### config.mk
export PLATFORM = sky130hd
export DESIGN_NAME = fpu_ss_result_fifo
export DESIGN_NICKNAME = d
export VERILOG_FILES = /design/src/rtl/fpu_ss_result_fifo.sv
export SDC_FILE = /design/constraint.sdc
export NUM_CORES = 1
export LEC_CHECK = 0
export ABC_AREA = 1
export CELL_PAD_IN_SITES_DETAIL_PLACEMENT = 1
export CELL_PAD_IN_SITES_GLOBAL_PLACEMENT = 2
export CORE_MARGIN = 2
export CORE_UTILIZATION = 40
export CTS_BUF_LIST = sky130_fd_sc_hd__clkbuf_16
export CTS_CLUSTER_DIAMETER = 120
export DETAILED_ROUTE_END_ITERATION = 10
export PLACE_DENSITY = 0.81
export SLEW_MARGIN = 20
export SYNTH_ARGS = -nofsm -noshare
export SYNTH_HDL_FRONTEND = slang
export SYNTH_SLANG_ARGS = --single-unit
### constraint.sdc
create_clock -name clk_i -period 6.65 [get_ports clk_i]
set_clock_uncertainty 0.15 [all_clocks]
set_input_delay 0.9975 -clock clk_i [delete_from_list [all_inputs] [get_ports clk_i]]
set_output_delay 0.9975 -clock clk_i [all_outputs]
set_load 0.02 [all_outputs]
### src/rtl/fpu_ss_result_fifo.sv
// Result buffer between the fpu_ss and the core's X-interface result channel.
// Entries can be killed by id after push; killed heads are dropped silently.
module fpu_ss_result_fifo #(
  parameter int unsigned DEPTH    = 4,
  parameter int unsigned ID_WIDTH = 4,
  parameter int unsigned XLEN     = 32
) (
  input  logic                         clk_i,
  input  logic                         rst_ni,

  input  logic                         in_valid_i,
  output logic                         in_ready_o,
  input  logic [ID_WIDTH-1:0]          in_id_i,
  input  logic [4:0]                   in_rd_i,
  input  logic                         in_we_i,
  input  logic [XLEN-1:0]              in_data_i,

  output logic                         out_valid_o,
  input  logic                         out_ready_i,
  output logic [ID_WIDTH-1:0]          out_id_o,
  output logic [4:0]                   out_rd_o,
  output logic                         out_we_o,
  output logic [XLEN-1:0]              out_data_o,

  input  logic                         kill_valid_i,
  input  logic [ID_WIDTH-1:0]          kill_id_i,
  input  logic                         flush_i,

  output logic [$clog2(DEPTH+1)-1:0]   count_o
);

  localparam int unsigned PtrW = (DEPTH > 1) ? $clog2(DEPTH) : 1;
  localparam int unsigned CntW = $clog2(DEPTH + 1);
  localparam logic [PtrW-1:0] LastPtr = PtrW'(DEPTH - 1);
  localparam logic [CntW-1:0] FullCnt = CntW'(DEPTH);

  function automatic logic [PtrW-1:0] ptr_inc(input logic [PtrW-1:0] p);
    return (p == LastPtr) ? '0 : p + 1'b1;
  endfunction

  logic [PtrW-1:0]     wr_ptr_q, wr_ptr_d;
  logic [PtrW-1:0]     rd_ptr_q, rd_ptr_d;
  logic [CntW-1:0]     count_q, count_d;
  logic [DEPTH-1:0]    killed_q, killed_d;

  logic [ID_WIDTH-1:0] id_q   [DEPTH];
  logic [4:0]          rd_q   [DEPTH];
  logic                we_q   [DEPTH];
  logic [XLEN-1:0]     data_q [DEPTH];

  logic head_valid;
  logic head_killed;
  logic push;
  logic pop;
  logic drop;

  assign head_valid  = (count_q != '0);
  assign head_killed = killed_q[rd_ptr_q];

  assign out_valid_o = head_valid & ~head_killed;
  assign out_id_o    = id_q[rd_ptr_q];
  assign out_rd_o    = rd_q[rd_ptr_q];
  assign out_we_o    = we_q[rd_ptr_q];
  assign out_data_o  = data_q[rd_ptr_q];

  // Flush wins over every other operation in the same cycle.
  assign in_ready_o  = ~flush_i & ((count_q < FullCnt) | (out_valid_o & out_ready_i));
  assign push        = in_valid_i & in_ready_o;
  assign pop         = out_valid_o & out_ready_i & ~flush_i;
  assign drop        = head_valid & head_killed & ~flush_i;

  assign count_o     = count_q;

  always_comb begin
    wr_ptr_d = wr_ptr_q;
    rd_ptr_d = rd_ptr_q;
    count_d  = count_q;
    if (flush_i) begin
      wr_ptr_d = '0;
      rd_ptr_d = '0;
      count_d  = '0;
    end else begin
      if (push) begin
        wr_ptr_d = ptr_inc(wr_ptr_q);
      end
      if (pop || drop) begin
        rd_ptr_d = ptr_inc(rd_ptr_q);
      end
      if (push && !(pop || drop)) begin
        count_d = count_q + 1'b1;
      end else if (!push && (pop || drop)) begin
        count_d = count_q - 1'b1;
      end
    end
  end

  // Stale flags in free slots are harmless: a push always rewrites its slot's flag.
  always_comb begin
    killed_d = killed_q;
    for (int i = 0; i < DEPTH; i++) begin
      if (kill_valid_i && (id_q[i] == kill_id_i) &&
          !(pop && (rd_ptr_q == PtrW'(i)))) begin
        killed_d[i] = 1'b1;
      end
      if (push && (wr_ptr_q == PtrW'(i))) begin
        killed_d[i] = kill_valid_i && (in_id_i == kill_id_i);
      end
    end
    if (flush_i) begin
      killed_d = '0;
    end
  end

  always_ff @(posedge clk_i or negedge rst_ni) begin
    if (!rst_ni) begin
      wr_ptr_q <= '0;
      rd_ptr_q <= '0;
      count_q  <= '0;
      killed_q <= '0;
    end else begin
      wr_ptr_q <= wr_ptr_d;
      rd_ptr_q <= rd_ptr_d;
      count_q  <= count_d;
      killed_q <= killed_d;
    end
  end

  // Payload storage carries no reset; validity is tracked by count and pointers.
  always_ff @(posedge clk_i) begin
    if (push) begin
      id_q[wr_ptr_q]   <= in_id_i;
      rd_q[wr_ptr_q]   <= in_rd_i;
      we_q[wr_ptr_q]   <= in_we_i;
      data_q[wr_ptr_q] <= in_data_i;
    end
  end

endmodule

; After elaboration in Yosys (flattened, before gate mapping)
; Memory sizes are Yosys's and may differ from the RTL's.
; Index checks and enable logic that the tools add are counted.
[totals]
n_memories = 4
ff_bits = 11
inputBits = 52
mem_bits_rw = 168
[classes]
eq_ne = 11
n_addsub = 4
order_cmp = 2
reduce_logical = 36
bitwise = 10
muxes = 22
[mem_list]
columns = name, words, word_bits, rd, rd_clocked_by_memory_dff, wr, line_no
row1 = data_q, 4, 32, 1, 0, 1, 49  ; logic [XLEN-1:0] data_q [DEPTH];
row2 = rd_q, 4, 5, 1, 0, 1, 47  ; logic [4:0] rd_q [DEPTH];
row3 = id_q, 4, 4, 5, 0, 1, 46  ; logic [ID_WIDTH-1:0] id_q [DEPTH];
row4 = we_q, 4, 1, 1, 0, 1, 48  ; logic we_q [DEPTH];
[ops]
columns = op, count
row1 = $eq 4x4->1, 5
row2 = $logic_and 1x1->1, 19
row3 = $reduce_bool 3->1, 6
row4 = $mux 2, 6
row5 = $mux 1, 11
row6 = $mux 3, 3
row7 = $eq 2x2->1 const B, 4
row8 = $and 1x1->1, 7
row9 = $logic_not 1->1, 6
row10 = $add 2x1->2 const B, 2
row11 = $eq 2x1->1 const B, 2
row12 = $logic_not 2->1, 2
row13 = $mux 4, 1
row14 = $reduce_bool 2->1, 2
row15 = $add 3x1->3 const B, 1
row16 = $lt 2x3->1 const B, 1
row17 = $lt 3x3->1 const B, 1
row18 = $sub 3x1->3 const B, 1
row19 = $bmux 1 s2, 1
row20 = $not 1->1, 2
row21 = $logic_or 1x1->1, 1
row22 = $or 1x1->1, 1

; Depth between registers and ports, before layout
[depth]
ltp_word = 13
mapped_depth = 15
ltp_nobuf = 15

; Worst setup path before layout
; No wires, ideal clock.
[synth_path]
path_type = in2reg
startpoint = input flush_i
endpoint = memory data_q[0][0], enable pin
t_required_ps = 6091
setup_time_ps = 409
slack_ps = 3260
n_path_buf = 1
cell_stages = 6
arrival_time_ps = 2832
cell_sequence = inv_1 clkbuf_1 nand2_1 nand2_4 nand2_8 nor2_2
[synth_between]
elab_chain_cells = 5
[synth_lines]
columns = element, line_no
row1 = from (decl), 27  ; input logic flush_i,
row2 = $not 1->1, 67  ; assign in_ready_o = ~flush_i & ((count_q < FullCnt) | (out_valid_o & out_ready_i));
row3 = $and 1x1->1, 67
row4 = named net in_ready_o, 12  ; output logic in_ready_o,
row5 = $and 1x1->1, 68  ; assign push = in_valid_i & in_ready_o;
row6 = $mux 1, 130  ; if (push) begin
row7 = $mux 1 (not written as such), 134  ; data_q[wr_ptr_q] <= in_data_i;
row8 = to (decl), 49
; The timed path passes the listed nets, and every way through them passes these cells.

; Worst setup path in the final report
[layout_path]
startpoint = register rd_ptr_q[0]
endpoint = output out_data_o[24]
[layout_between]
elab_chain_cells = 1
[layout_lines]
columns = element, line_no
row1 = from (decl), 42  ; logic [PtrW-1:0] rd_ptr_q, rd_ptr_d;
row2 = from (signal assigned), 122  ; rd_ptr_q <= rd_ptr_d;
row3 = $mem_v2 4x32, --
row4 = to (decl), 23  ; output logic [XLEN-1:0] out_data_o,
; No other way between the ends.

==> out/summary.txt <==
hold violation total from the final report - 0
Final Wtd Congestion - 0.784
worst slew slack as a fraction of its limit - 37.2%
layout cells sized above 1 - 8.18%
drt first pass iters - 5
first-pass GRT wire length - 28800 microns
number of antenna violations at the first check in global routing - 0
setup violation total in the final timing report - 0
Multi-input gate area - 1750 sq um
detailed-route wire length per cell - 19.9 microns
total via count after detailed routing - 4802
initial DRC count - 313
TritonCTS buffer count - 17
most frequent cells in the layout - sky130_fd_sc_hd__edfxtp_1 (168), sky130_fd_sc_hd__nor2_1 (102), sky130_fd_sc_hd__clkdlybuf4s50_1 (98)
path type of the worst min-delay path - register to register
DIE HEIGHT - 139 microns
share of async-settable or async-resettable flops after synthesis - 6.15%
die area - 19300 sq um
horizontal die dimension - 139 microns
Lkg Pwr - 3.11 nW
depth of the CTS H-tree - 4
number of enable-type register cells in the synthesized netlist - 168
Synth Warn # - 0
unrepaired setup endpoints after global routing - no
hold buffer count at cts - 0
worst path arrival time - 2990 ps
HPWL reported at the end of detailed placement - 10500 microns
number of antenna-violating nets in the routed design - 0
slew of the pin with the lowest slew margin - 942 ps
max-cap violations - 0
flip-flop and latch area - 5320 sq um
post-detailed-route via-to-cell ratio - 5.33
register area share after synthesis - 73.2%
NumNets Final - 720
delay of the slowest cell on the worst path - 670 ps
wirelength, routed - 17900 microns
via count of the first global-routing pass - 5225
number of distinct library cells after synthesis - 30
maximum number of buffers from clock root to sink - 2
clock transition at the register clock pins on the worst setup and hold paths after CTS - 70 ps
endpoint type of the worst setup path - output pin
Resized cells post-CTS - 0
outcome - finished, final reports clean
most common library cell in the layout ignoring fill and taps - sky130_fd_sc_hd__edfxtp_1
final critical-path required period - 4140 ps
synthesized cell area - 7270 sq um
count of input and output buffers - 98
synthesized area per cell - 12.9 sq um
final total negative setup slack - 0 ps
final max-slew violation count - 0
count of antenna diodes in the layout - 0
critical-path maximum fanout - 62
category of the most critical setup path - register to output pin
instance count of the mapped netlist - 564
cell with the largest stage delay on the worst path - sky130_fd_sc_hd__clkdlybuf4s50_1
clock latency at the later pin of the worst-skew pair - 430 ps
largest net degree at the start of global routing - 89
Layout Area Growth over Synthesis - 24.7%
overall track demand over capacity in global routing - 19.3%
clock sink count - 179
DRC violations left - 0
top_reg_cell synth - sky130_fd_sc_hd__edfxtp_1
I/O Pins - 99
synthesized netlist net count - 625
cell chosen for the clock root - sky130_fd_sc_hd__clkbuf_16
Core Region - 17900 sq um
power density of the placed cells - 429 nW/um^2
starting utilization of the core area - 40.6%
floorplan row count - 49
cells along the critical path - inv_2 > buf_4 > o21ai_0 > o22ai_1 > clkdlybuf4s50_1
final worst-path cycle share - 62.3%
Max Clock Freq - 0.241 GHz
number of flip-flops and latches in the synthesized netlist - 179
GRT overflow - 0
clock tree from TritonCTS - built
critical path data required time - 5500 ps
count of filler cells inserted in the layout - 1848
utilization after layout - 50.6%
number of setup buffers added after CTS - 0
worst vdd ir - 0.216 mV
Worst Setup Start Kind - register
area by class of cell:
type,instances,share of cell area (%)
tap,229,3.16
sequential,179,58.7
multi-input combinational,330,19.3
clock buffer,17,4.70
timing repair buffer,105,11.4
clock inverter,15,1.57
inverter,26,1.08
report_power, final:
| group | total, mW | internal [mW] | switching [mW] | leakage, nW |
|---|---|---|---|---|
| combinational | 1.54 | 0.580 | 0.961 | 1.16 |
| sequential | 1.38 | 1.35 | 0.0343 | 1.67 |
| clock | 0.964 | 0.549 | 0.415 | 0.287 |
worst max-delay path, delay by kind of cell (launching register included):
family	cells	cell delay, ps
flip-flops	1	410
buffers and inverters	3	1640
AO/OA/AOI/OAI	2	480
per-layer routing:
| layer | GRT usage (%) | part of all wire [%] | vias to the layer above |
|---|---|---|---|
| met3 | 4.25 | 3.6 | 16 |
| met2 | 34.0 | 52 | 89 |
| met1 | 24.4 | 43 | 2451 |
| met5 | 0 | 0 | - |
| li1 | - | - | 2246 |
| met4 | 5.00 | 1.0 | 0 |
cells in the mapped netlist, types with 3 or more instances:
library cell	n	area (sq um)
sky130_fd_sc_hd__edfxtp_1	168	5040
sky130_fd_sc_hd__o21ai_0	89	445
sky130_fd_sc_hd__nand2_2	4	25.0
sky130_fd_sc_hd__o22ai_1	44	275
sky130_fd_sc_hd__nand3_1	10	50.1
sky130_fd_sc_hd__ha_1	8	100
sky130_fd_sc_hd__a21oi_1	3	15.0
sky130_fd_sc_hd__o21ai_1	5	25.0
sky130_fd_sc_hd__clkbuf_1	27	101
sky130_fd_sc_hd__nand3_2	3	30.0
sky130_fd_sc_hd__nand4_1	6	37.5
sky130_fd_sc_hd__xnor2_1	7	61.3
sky130_fd_sc_hd__nor2_2	4	25.0
sky130_fd_sc_hd__nor2_1	102	383
sky130_fd_sc_hd__inv_1	24	90.1
sky130_fd_sc_hd__dfrtp_1	11	275
sky130_fd_sc_hd__nand2_1	31	116
worst paths after layout:
check | slack, ps | start | depth (start not counted) | end
setup reg to reg | 3370 | rd_ptr_q[1] | 9 | data_q[1][18]
max in group asynchronous | 5190 | rst_ni | 1 | rd_ptr_q[0]
setup / recovery | 2510 | rd_ptr_q[0] | 5 | out_data_o[24]
min in group asynchronous | 770 | rst_ni | 1 | count_o[1]
hold / removal | 360 | killed_q[0] | 2 | killed_q[0]
hold reg to reg | 360 | killed_q[0] | 2 | killed_q[0]
registers in the layout, indices dropped and copies added (netlist names):
| signal | cells |
|---|---|
| id_q | 16 |
| rd_q | 20 |
| data_q | 128 |
| wr_ptr_q | 2 |
| rd_ptr_q | 2 |
| count_o | 3 |
| killed_q | 4 |
| we_q | 4 |
metrics by stage:
| step | instance area, sq um | hold WS, ps | total power [mW] | setup slack, ps | std cells |
|---|---|---|---|---|---|
| 2_1_floorplan | 7270 | 316 | 2.26 | 3260 | 564 |
| 3_3_place_gp | 8490 | 336 | 2.92 | 2690 | 869 |
| 3_5_place_dp | 8490 | 345 | 2.97 | 2600 | 869 |
| 4_1_cts | 9060 | 361 | 3.94 | 2420 | 901 |
| 5_1_grt | 9060 | 383 | 4.09 | 2260 | 901 |
| 6_report | 9060 | 360 | 3.89 | 2510 | 901 |
cells by family (layout without fill, tap and decap cells):
logic type                 Yosys count  count (layout)  share of synthesized area [%]
AOI/OAI and AO/OA                  145             145                           11.0
DFF                                179             179                           73.2
adders and majority gates            9               9                           1.65
xor gates and xnor gates             9               9                           1.08
buffers and inverters               55             163                           2.88
and+or+nand+nor                    167             167                           10.2
Note: power is estimated with default switching activity, not from simulation.
